[src/rtl/items_eat_writer_if.sv]
// Bundle between the eat writer, the game-logic FSM and the items sprite RAM.
// The slave modport is the writer's view; the master modport is its surroundings.
interface items_eat_writer_if #(
  parameter int ADDR_W = 12,
  parameter int DATA_W = 24
);
  logic              eat_req;
  logic [5:0]        eat_x;
  logic [5:0]        eat_y;
  logic              vblank;
  logic [DATA_W-1:0] ram_rdata;
  logic [ADDR_W-1:0] ram_raddr;
  logic [ADDR_W-1:0] ram_waddr;
  logic [DATA_W-1:0] ram_wdata;
  logic              ram_we;
  logic              busy;
  logic              done;
  logic              pellet_eaten;
  logic [7:0]        eaten_count;

  modport master (
    output eat_req, eat_x, eat_y, vblank, ram_rdata,
    input  ram_raddr, ram_waddr, ram_wdata, ram_we, busy, done, pellet_eaten, eaten_count
  );

  modport slave (
    input  eat_req, eat_x, eat_y, vblank, ram_rdata,
    output ram_raddr, ram_waddr, ram_wdata, ram_we, busy, done, pellet_eaten, eaten_count
  );
endinterface

[src/rtl/items_eat_writer.sv]
// Erases a BLK x BLK square of the items map with BG_COLOR, reading each pixel
// first to report whether a pellet was eaten and to keep a saturating eat count.
//
//  state   | meaning
//  IDLE    | no square in progress; waits for a pending request
//  WAIT_VB | request pending, waiting for vertical blanking
//  RD      | read address of current pixel presented to the RAM
//  CHK     | read data valid; overwrite pixel if it holds a pellet
//  DONE    | square finished; done pulse with pellet_eaten
module items_eat_writer #(
  parameter int              MAP_W    = 52,
  parameter int              MAP_H    = 52,
  parameter int              BLK      = 3,
  parameter logic [23:0]     BG_COLOR = 24'h000000,
  parameter int              ADDR_W   = 12,
  parameter int              DATA_W   = 24
) (
  input logic          clk,
  input logic          rst,
  items_eat_writer_if.slave bus
);

  localparam int CW = (BLK > 1) ? $clog2(BLK) : 1;

  typedef enum logic [2:0] {IDLE, WAIT_VB, RD, CHK, DONE} state_t;

  state_t            state;
  logic              pend;
  logic [5:0]        pend_x;
  logic [5:0]        pend_y;
  logic [5:0]        cur_x;
  logic [5:0]        cur_y;
  logic [CW-1:0]     dx;
  logic [CW-1:0]     dy;
  logic              hit;
  logic              inb;
  logic [ADDR_W-1:0] addr;
  logic              busy_q;
  logic              done_q;
  logic              pellet_q;
  logic [7:0]        count_q;

  logic [CW-1:0]     nx;
  logic [CW-1:0]     ny;
  logic              last;
  logic              wr;
  logic              start;
  logic [ADDR_W:0]   start_pix;
  logic [ADDR_W:0]   next_pix;

  // Returns {in_bounds, address}; out-of-bounds pixels map to address 0.
  function automatic logic [ADDR_W:0] pix_addr(input logic [5:0] bx, input logic [5:0] by,
                                               input logic [CW-1:0] ox, input logic [CW-1:0] oy);
    logic [7:0] px;
    logic [7:0] py;
    px = {2'b00, bx} + 8'(ox);
    py = {2'b00, by} + 8'(oy);
    if ((px < 8'(MAP_W)) && (py < 8'(MAP_H)))
      pix_addr = {1'b1, ADDR_W'(py) * ADDR_W'(MAP_W) + ADDR_W'(px)};
    else
      pix_addr = '0;
  endfunction

  always_comb begin
    if (dx == CW'(BLK - 1)) begin
      nx = '0;
      ny = dy + 1'b1;
    end else begin
      nx = dx + 1'b1;
      ny = dy;
    end
  end

  assign last      = (dx == CW'(BLK - 1)) && (dy == CW'(BLK - 1));
  assign start     = pend && bus.vblank && ((state == IDLE) || (state == WAIT_VB));
  assign start_pix = pix_addr(pend_x, pend_y, '0, '0);
  assign next_pix  = pix_addr(cur_x, cur_y, nx, ny);

  // Write strobe must follow the read data in the same cycle, so it is decoded
  // from state rather than registered; it also drops as soon as reset hits.
  assign wr = (state == CHK) && inb && (bus.ram_rdata != DATA_W'(BG_COLOR));

  assign bus.ram_we       = wr;
  assign bus.ram_raddr    = addr;
  assign bus.ram_waddr    = addr;
  assign bus.ram_wdata    = DATA_W'(BG_COLOR);
  assign bus.busy         = busy_q;
  assign bus.done         = done_q;
  assign bus.pellet_eaten = pellet_q;
  assign bus.eaten_count  = count_q;

  always_ff @(posedge clk or posedge rst) begin
    if (rst) begin
      state    <= IDLE;
      pend     <= 1'b0;
      pend_x   <= '0;
      pend_y   <= '0;
      cur_x    <= '0;
      cur_y    <= '0;
      dx       <= '0;
      dy       <= '0;
      hit      <= 1'b0;
      inb      <= 1'b0;
      addr     <= '0;
      busy_q   <= 1'b0;
      done_q   <= 1'b0;
      pellet_q <= 1'b0;
      count_q  <= '0;
    end else begin
      done_q <= 1'b0;

      // A new request always wins over the clear on start, so a request in the
      // start or done cycle is kept for the next square.
      if (bus.eat_req) begin
        pend   <= 1'b1;
        pend_x <= bus.eat_x;
        pend_y <= bus.eat_y;
      end else if (start) begin
        pend <= 1'b0;
      end

      case (state)
        IDLE, WAIT_VB: begin
          if (start) begin
            state  <= RD;
            cur_x  <= pend_x;
            cur_y  <= pend_y;
            dx     <= '0;
            dy     <= '0;
            hit    <= 1'b0;
            inb    <= start_pix[ADDR_W];
            addr   <= start_pix[ADDR_W-1:0];
            busy_q <= 1'b1;
          end else if (pend) begin
            state <= WAIT_VB;
          end
        end
        RD: state <= CHK;
        CHK: begin
          hit <= hit | wr;
          if (last) begin
            state    <= DONE;
            busy_q   <= 1'b0;
            done_q   <= 1'b1;
            pellet_q <= hit | wr;
            if ((hit | wr) && (count_q != 8'hFF))
              count_q <= count_q + 8'd1;
          end else begin
            state <= RD;
            dx    <= nx;
            dy    <= ny;
            inb   <= next_pix[ADDR_W];
            addr  <= next_pix[ADDR_W-1:0];
          end
        end
        DONE: state <= IDLE;
        default: state <= IDLE;
      endcase
    end
  end

endmodule
[src/flat_wrapper.sv]
// flat-port wrapper written by rule: the top's interface ports become plain ports
module items_eat_writer_flat 
#(
  parameter int              MAP_W    = 52,
  parameter int              MAP_H    = 52,
  parameter int              BLK      = 3,
  parameter logic [23:0]     BG_COLOR = 24'h000000,
  parameter int              ADDR_W   = 12,
  parameter int              DATA_W   = 24
)
  (clk, rst, bus_eat_req, bus_eat_x, bus_eat_y, bus_vblank, bus_ram_rdata, bus_ram_raddr, bus_ram_waddr, bus_ram_wdata, bus_ram_we, bus_busy, bus_done, bus_pellet_eaten, bus_eaten_count);
  items_eat_writer_if #(.ADDR_W(ADDR_W), .DATA_W(DATA_W)) bus_i ();
  input logic clk;
  input logic rst;
  input wire logic [$bits(bus_i.eat_req)-1:0] bus_eat_req;
  input wire logic [$bits(bus_i.eat_x)-1:0] bus_eat_x;
  input wire logic [$bits(bus_i.eat_y)-1:0] bus_eat_y;
  input wire logic [$bits(bus_i.vblank)-1:0] bus_vblank;
  input wire logic [$bits(bus_i.ram_rdata)-1:0] bus_ram_rdata;
  output wire logic [$bits(bus_i.ram_raddr)-1:0] bus_ram_raddr;
  output wire logic [$bits(bus_i.ram_waddr)-1:0] bus_ram_waddr;
  output wire logic [$bits(bus_i.ram_wdata)-1:0] bus_ram_wdata;
  output wire logic [$bits(bus_i.ram_we)-1:0] bus_ram_we;
  output wire logic [$bits(bus_i.busy)-1:0] bus_busy;
  output wire logic [$bits(bus_i.done)-1:0] bus_done;
  output wire logic [$bits(bus_i.pellet_eaten)-1:0] bus_pellet_eaten;
  output wire logic [$bits(bus_i.eaten_count)-1:0] bus_eaten_count;
  assign bus_i.eat_req = bus_eat_req;
  assign bus_i.eat_x = bus_eat_x;
  assign bus_i.eat_y = bus_eat_y;
  assign bus_i.vblank = bus_vblank;
  assign bus_i.ram_rdata = bus_ram_rdata;
  assign bus_ram_raddr = bus_i.ram_raddr;
  assign bus_ram_waddr = bus_i.ram_waddr;
  assign bus_ram_wdata = bus_i.ram_wdata;
  assign bus_ram_we = bus_i.ram_we;
  assign bus_busy = bus_i.busy;
  assign bus_done = bus_i.done;
  assign bus_pellet_eaten = bus_i.pellet_eaten;
  assign bus_eaten_count = bus_i.eaten_count;
  items_eat_writer #(.MAP_W(MAP_W), .MAP_H(MAP_H), .BLK(BLK), .BG_COLOR(BG_COLOR), .ADDR_W(ADDR_W), .DATA_W(DATA_W)) u_core (.clk(clk), .rst(rst), .bus(bus_i));
endmodule
[config.mk]
export PLATFORM = sky130hd
export DESIGN_NAME = items_eat_writer_flat
export DESIGN_NICKNAME = d
export VERILOG_FILES = /design/src/rtl/items_eat_writer_if.sv /design/src/rtl/items_eat_writer.sv /design/src/flat_wrapper.sv
export SDC_FILE = /design/constraint.sdc
export NUM_CORES = 1
export LEC_CHECK = 0
export CAP_MARGIN = 20
export CORE_ASPECT_RATIO = 1.4
export CORE_MARGIN = 2
export CORE_UTILIZATION = 53
export CTS_BUF_LIST = sky130_fd_sc_hd__clkbuf_8
export DETAILED_ROUTE_END_ITERATION = 7
export PLACE_DENSITY = 0.9
export SYNTH_ARGS = -nofsm -noshare
export SYNTH_HDL_FRONTEND = slang
export SYNTH_SLANG_ARGS = --single-unit
[constraint.sdc]
create_clock -name clk -period 5.3 [get_ports clk]
set_clock_uncertainty 0.05 [all_clocks]
set_input_delay 1.06 -clock clk [delete_from_list [all_inputs] [get_ports clk]]
set_output_delay 1.06 -clock clk [all_outputs]
set_load 0.01 [all_outputs]
# Word level (Yosys, flattened, before mapping)

Index checks and enable logic that the tools add are counted.

Multipliers: 2
Multiplexer cells: 27
Add/subtract/negate cells: 7
Reductions and logical operators: 20
Equal/unequal tests: 10
Bitwise logic cells: 1
$lt $le $gt $ge: 4

Operators by type and width:

| cell                 | count |
|---|---|
| $mux 13              | 2 |
| $mux 12              | 2 |
| $pmux 12 s2          | 1 |
| $reduce_bool 24->1   | 1 |
| $lt 8x6->1 const B   | 2 |
| $add 6x2->7          | 2 |
| $add 12x6->12        | 1 |
| $add 12x8->12        | 1 |
| $lt 6x6->1 const B   | 2 |
| $mul 6x4->10 const B | 1 |
| $mul 8x4->10 const B | 1 |
| $mux 2               | 5 |
| $mux 3               | 3 |
| $pmux 3 s3           | 1 |
| $reduce_and 3->1     | 3 |
| $add 8x1->8 const B  | 1 |
| $logic_and 1x1->1    | 8 |
| $mux 1               | 8 |
| $ne 8x8->1 const B   | 1 |
| $pmux 2 s2           | 2 |
| $eq 3x2->1 const B   | 2 |
| $pmux 1 s2           | 3 |
| $reduce_and 2->1     | 3 |
| $add 2x1->2 const B  | 2 |
| other kinds (10)     | 13 |

Register bits: 57
Input bits: 40
Output and inout port bits: 60

# Depth between registers and ports, before layout

Depth in word-level cells: 8
Mapped depth: 18
Gate-level depth less buffers: 18

# Least setup slack after synthesis

No wires, ideal clock.

Path kind: flip-flop to flip-flop
Start point: register u_core.dx[1]
End point: register u_core.addr[10] (netlist: u_core.bus.ram_raddr[10])
Path slack: 819 ps
Period minus slack after synthesis: 4,481 ps
Cell stages (with the launch flop): 18
Library setup time: 147 ps
Required time: 5,103 ps
Arrival: 4,285 ps
Path buffers: 1
Cells stage by stage: dfrtp_1 > nor2b_1 > xnor2_1 > ha_1 > fa_1 > clkbuf_1 > xor2_1 > ha_1 > fa_1 > inv_1 > fa_1 > inv_1 > ha_1 > inv_1 > o21ba_2 > o41a_1 > o21ai_2 > a41oi_2

Longest elaborated chain between the ends: 8

RTL lines:

| element                                            | line                                                                   | RTL |
|---|---|---|
| start: declaration                                 | items_eat_writer.sv:33                                                 | `logic [CW-1:0] dx;` |
| start signal: assignment                           | items_eat_writer.sv:150                                                | `dx <= nx;` |
| $eq 2x2->1 or $add 2x1->2 (tied branches)          | items_eat_writer.sv:65, items_eat_writer.sv:74, items_eat_writer.sv:69 |  |
| $mux 2                                             | items_eat_writer.sv:65                                                 | `if (dx == CW'(BLK - 1)) begin` |
| $add 6x2->7 (on tied branches)                     | items_eat_writer.sv:57, items_eat_writer.sv:56                         |  |
| $mul 8x4->10 or $lt 8x6->1 (tied branches)         | items_eat_writer.sv:59, items_eat_writer.sv:58                         |  |
| $add 12x8->12 or $logic_and 1x1->1 (tied branches) | items_eat_writer.sv:59, items_eat_writer.sv:58                         |  |
| $mux 13                                            | items_eat_writer.sv:58                                                 | `if ((px < 8'(MAP_W)) && (py < 8'(MAP_H)))` |
| $mux 12                                            | items_eat_writer.sv:141                                                | `if (last) begin` |
| $pmux 12 s2                                        | items_eat_writer.sv:122                                                | `case (state)` |
| end signal: assignment                             | items_eat_writer.sv:132                                                | `addr <= start_pix[ADDR_W-1:0];` |
| end signal: assignment                             | items_eat_writer.sv:153                                                | `addr <= next_pix[ADDR_W-1:0];` |
| end: declaration                                   | items_eat_writer.sv:37                                                 | `logic [ADDR_W-1:0] addr;` |

Parallel ways exist; a longest one is shown, timed or not. The select of a mux whose other input is x is not followed.
A chain may end at the register's enable or synchronous reset.

# Worst setup path in the final report

Start point: register u_core.dx[1]
End point: register u_core.addr[11] (netlist: u_core.bus.ram_raddr[11])

The elaborated chain is that of the path after synthesis.

==> flow_results.org <==
** Outcome
- Outcome :: complete, no violations

** Worst setup path
- The worst setup path is captured at a flip-flop.
- Crit-path max cell delay :: 0.50 ns
- In this design, the largest share of critical-path delay is due to adder cells.
- Required time of the critical path :: 5.47 ns
- Highest-delay cell along the critical path :: fa_1
- Of all nets on the critical path, the largest fanout is 6.
- Counting both buffers and inverters, the worst setup path holds a total of 2.
- Cell breakdown of the critical path :: nor2b_1 -> nor2_1 -> a21oi_1 -> ha_1 -> a21oi_1 -> nand2b_1 -> xnor2_1 -> ha_1 -> inv_1 -> fa_1 -> inv_1 -> ha_1 -> or2_2 -> and3_1 -> o311ai_1 -> nand4b_1 -> xor2_1 -> o211ai_2
- Most Frequent Cell on Critical Path :: ha_1
- Data on the critical path arrives at its endpoint at 5.01 ns.
- The critical path is of the flip-flop to flip-flop type.
- STA classifies the critical path startpoint as a flip-flop.

** Timing
- Final critical-path required period :: 4.83 ns
- Based on the critical path, the design can be clocked at up to 207 MHz.
- Worst Max-Slew Pin Slew :: 0.690 ns
- After routing, the total negative slack on setup checks comes to 0 ns.
- Final Hold Fails :: 0
- RSZ-0062 raised after global routing :: false
- Setup violations remaining at the end of the flow were counted as 0.
- In this run the tightest slew margin relative to its limit is 54.0%.
- Max-slew violation count :: 0
- The final critical path takes up 91.2% of the cycle.

** Floorplanning
- Area of the core :: 8510 µm²
- For this configuration, the core starts out at a cell density of 54.3%.
- Die Area :: 9500 µm²
- In this run the count of I/O pins placed on the die edge is 100.
- Std-Cell Rows :: 40
- Die Wd :: 82.9 µm
- The die is 115 µm tall.

** Power
- Power spent charging and discharging nets :: 2.01 mW
- Net switching is 49.1% of the power.
- Dividing total power by cell area gives a power density of 751 nW/µm².
- The clock network is responsible for 8.5% of the overall power.
- Comb power frac :: 73.6%
- Per report_power, the sequential group accounts for 17.9% of the total.
- Peak supply drop :: 0.000454 V
- Leak Pwr :: 2.56 nW
- Internal power summed over all cells :: 2.08 mW

** Logic synthesis
- Mean Syn Cell Area :: 9.08 µm²
- The cell area that synthesis handed to floorplanning was 4620 µm².
- Top flip-flop cell by instance count after synthesis :: dfrtp_1
- Area share of the leading cell type in the synthesized netlist :: 30.9%
- The synthesized design contains 57 register bits.
- For this run, the register share of the synthesized area comes to 30.9%.
- After synthesis, the cell types taking the most area are dfrtp_1 (31%), ha_1 (13%), buf_4 (5.8%).
- The synthesized design spends more area on one cell type than any other, namely dfrtp_1.
- Synth Instances :: 509
- Number of unique standard cell types used by synthesis :: 62
- Fraction of synthesis flops using an asynchronous set or reset pin :: 100%
- The Yosys step of the flow raised 0 warnings.
- Yosys mapped a number of flops with a built-in enable equal to 0.

** Worst hold path
- In this run the worst hold path is classified as flip-flop to flip-flop.

** Drt
- Before antenna repair, the detailed router went through 5 iterations.
- For this block, the initial DRC count from the detailed router was 217.
- Number of vias per cell :: 5.53
- For this block, the routed nets add up to 10.4 mm of wire.
- Number of design rule violations left after detail routing :: 0
- The routed layout has 3760 vias.
- Remaining antenna violation count :: 0
- Routed wire length per instance :: 15.2 µm

** Global route
- For this run the aggregate overflow at the end of global routing stands at 0.
- The number of antenna violations at the first check in global routing is 0.
- For this run, the total global-route usage over all layers was measured as 21.9%.
- Entering global routing, the biggest net connects 51 pins.
- The first global-routing pass estimated 17.0 mm of wire.
- Number of global-route vias before repair :: 3743

** Cells and area
- Count of nets after finishing :: 670
- Fraction of layout cells with a size suffix above 1 :: 6.78%
- The layout has 676 filler cells.
- Area growth syn-to-layout :: 17.8%
- Once layout is complete, the utilization of the core stands at 64.0%.
- Antenna cell count :: 0

** Clocking
- Number of levels the H-tree was split into :: 3
- Hold buffers post-CTS :: 0
- CTS buffer count :: 9
- Clock root cell :: clkbuf_8
- Once the clock tree was built, the resizer swapped 0 gates to a different size.
- TritonCTS built the clock tree.
- Latest clock arrival within the worst-skew pair :: 0.35 ns
- After clock tree synthesis, the clock-pin slew on the worst setup and hold paths is 0.07 ns.
- No sink is reached through more buffers than the 2 on the longest clock path.
- Counting every sink on the clock net gives 57.
- Number of buffers inserted by post-CTS setup repair :: 0

** Placed design
- Number of port buffers :: 75
- HPWL after detailed placement :: 8.16 mm
- Routability-driven placement finished with a final weighted congestion of 0.851.

** Job
- Number of violations of the max-capacitance limit :: 0
## Yosys cell counts, types with 2 or more instances
master and number:
o21ai_1 3, inv_1 41, clkbuf_1 10, a221oi_1 10, or3_1 2, nand4b_1 2, nand2b_1 7, dfrtp_1 57
mux2_2 9, a21oi_1 15, o21ai_0 21, o211a_1 2, nor2b_1 8, o21bai_1 3, a31o_2 2, xnor2_1 26
and3_1 6, o31ai_1 3, buf_2 3, nand3b_1 3, or2_2 2, nor4_1 9, and2_1 4, nand4_1 8
nor3_1 2, a211oi_1 3, o211ai_1 4, ha_1 48, nand2_1 54, a21o_1 7, fa_1 11, nand3_1 8
mux2i_1 3, nor3b_1 3, buf_4 36, nor2_1 39, xor2_1 10
## routing by layer
metal,routed length (µm),part of all wire (%),track usage [%],vias to the layer above
met3,401,3.9,3.32,14
met4,161,1.6,9.18,0
met1,3970,38,24.1,1823
li1,-,-,-,1820
met2,5820,56,41.7,103
met5,0,0,0,-
## kinds of logic after synthesis
group                    Yosys count  synth area share (%)
flip-flops                        57                  30.9
adder cells (fa/ha/maj)           59                  17.8
buffers and inverters             93                  10.7
AO/OA/AOI/OAI                     90                  14.0
XOR/XNOR                          36                  6.82
AND/OR/NAND/NOR                  161                  16.9
other                              1                0.0811
multiplexers                      12                  2.84
## sequential cells by signal (all words and copies together), names as in the netlist
register,cells
u_core.bus.ram_raddr,12
u_core.bus.eaten_count,8
u_core.cur_x,6
u_core.cur_y,6
u_core.pend_x,6
u_core.pend_y,6
u_core.state,3
u_core.dx,2
u_core.dy,2
u_core.bus.busy,1
u_core.bus.done,1
u_core.bus.pellet_eaten,1
u_core.hit,1
u_core.inb,1
u_core.pend,1
## final timing paths
check	from	endpoint	slack (ns)	cells after the start
min reg2reg	u_core.bus.eaten_count[5]	u_core.bus.eaten_count[5]	0.44	1
min in group asynchronous	rst	u_core.bus.ram_raddr[4]	0.87	2
max in group asynchronous	rst	u_core.state[1]	3.49	3
max reg2reg	u_core.dx[1]	u_core.bus.ram_raddr[11]	0.47	18
max	u_core.dx[1]	u_core.bus.ram_raddr[11]	0.47	18
min	u_core.bus.eaten_count[5]	u_core.bus.eaten_count[5]	0.44	1
## cells in the final DEF (no fill, tap or decap), drive strengths merged, types with 3 or more instances in the layout
cell	n
buf	4
nand2b	7
nand3	8
and2	4
and3	6
clkbuf	10
o211ai	5
nor4	9
o21ai	25
inv	44
xor2	10
nor2b	8
nor2	39
a21oi	16
o31ai	3
nor3b	3
dfrtp	57
a21o	7
fa	11
mux2	9
clkdlybuf4s50	75
nand2	54
a31o	3
o21bai	3
xnor2	26
ha	48
nand4	8
nand3b	3
a211oi	3
or2	3
conb	24
a221oi	10
mux2i	3
## metrics by stage
stage / hold slack, ns / power (mW) / area (µm²) / setup slack (ns) / cells
after floorplan: 0.394 / 3.00 / 4710 / 0.819 / 532
after global placement: 0.420 / 3.54 / 5280 / 0.713 / 665
after detailed placement: 0.414 / 3.69 / 5280 / 0.494 / 665
after CTS: 0.439 / 4.07 / 5450 / 0.454 / 680
after global routing: 0.473 / 4.47 / 5450 / 0.129 / 680
final: 0.437 / 4.09 / 5450 / 0.466 / 680
## area by class of cell
| cell class | count | area [µm²] | share of cell area (%) |
|---|---|---|---|
| flip-flops and latches | 57 | 1430 | 26.2 |
| repair buffers | 79 | 781 | 14.3 |
| inverters | 42 | 158 | 2.89 |
| well taps | 105 | 131 | 2.41 |
| clock buffers | 10 | 138 | 2.53 |
| multi-input cells | 382 | 2790 | 51.2 |
| clock inverters | 5 | 25.0 | 0.459 |
## worst reg2reg max path: stages, from the launching register on
cell and delay, ns:
dfrtp_1 0.40, nor2b_1 0.37, nor2_1 0.07, a21oi_1 0.23, ha_1 0.28, a21oi_1 0.27, nand2b_1 0.21, xnor2_1 0.09
ha_1 0.30, inv_1 0.05, fa_1 0.50, inv_1 0.05, ha_1 0.33, or2_2 0.31, and3_1 0.21, o311ai_1 0.48
nand4b_1 0.17, xor2_1 0.22, o211ai_2 0.11
## power groups by stage
stage	logic (mW)	registers, mW	clock network (mW)
2_1_floorplan	2.31	0.697	0
3_3_place_gp	2.82	0.721	0
3_5_place_dp	2.96	0.735	0
4_1_cts	2.99	0.730	0.352
5_1_grt	3.35	0.755	0.372
6_report	3.01	0.733	0.349
No activity file was read; power rests on OpenSTA's default activity.
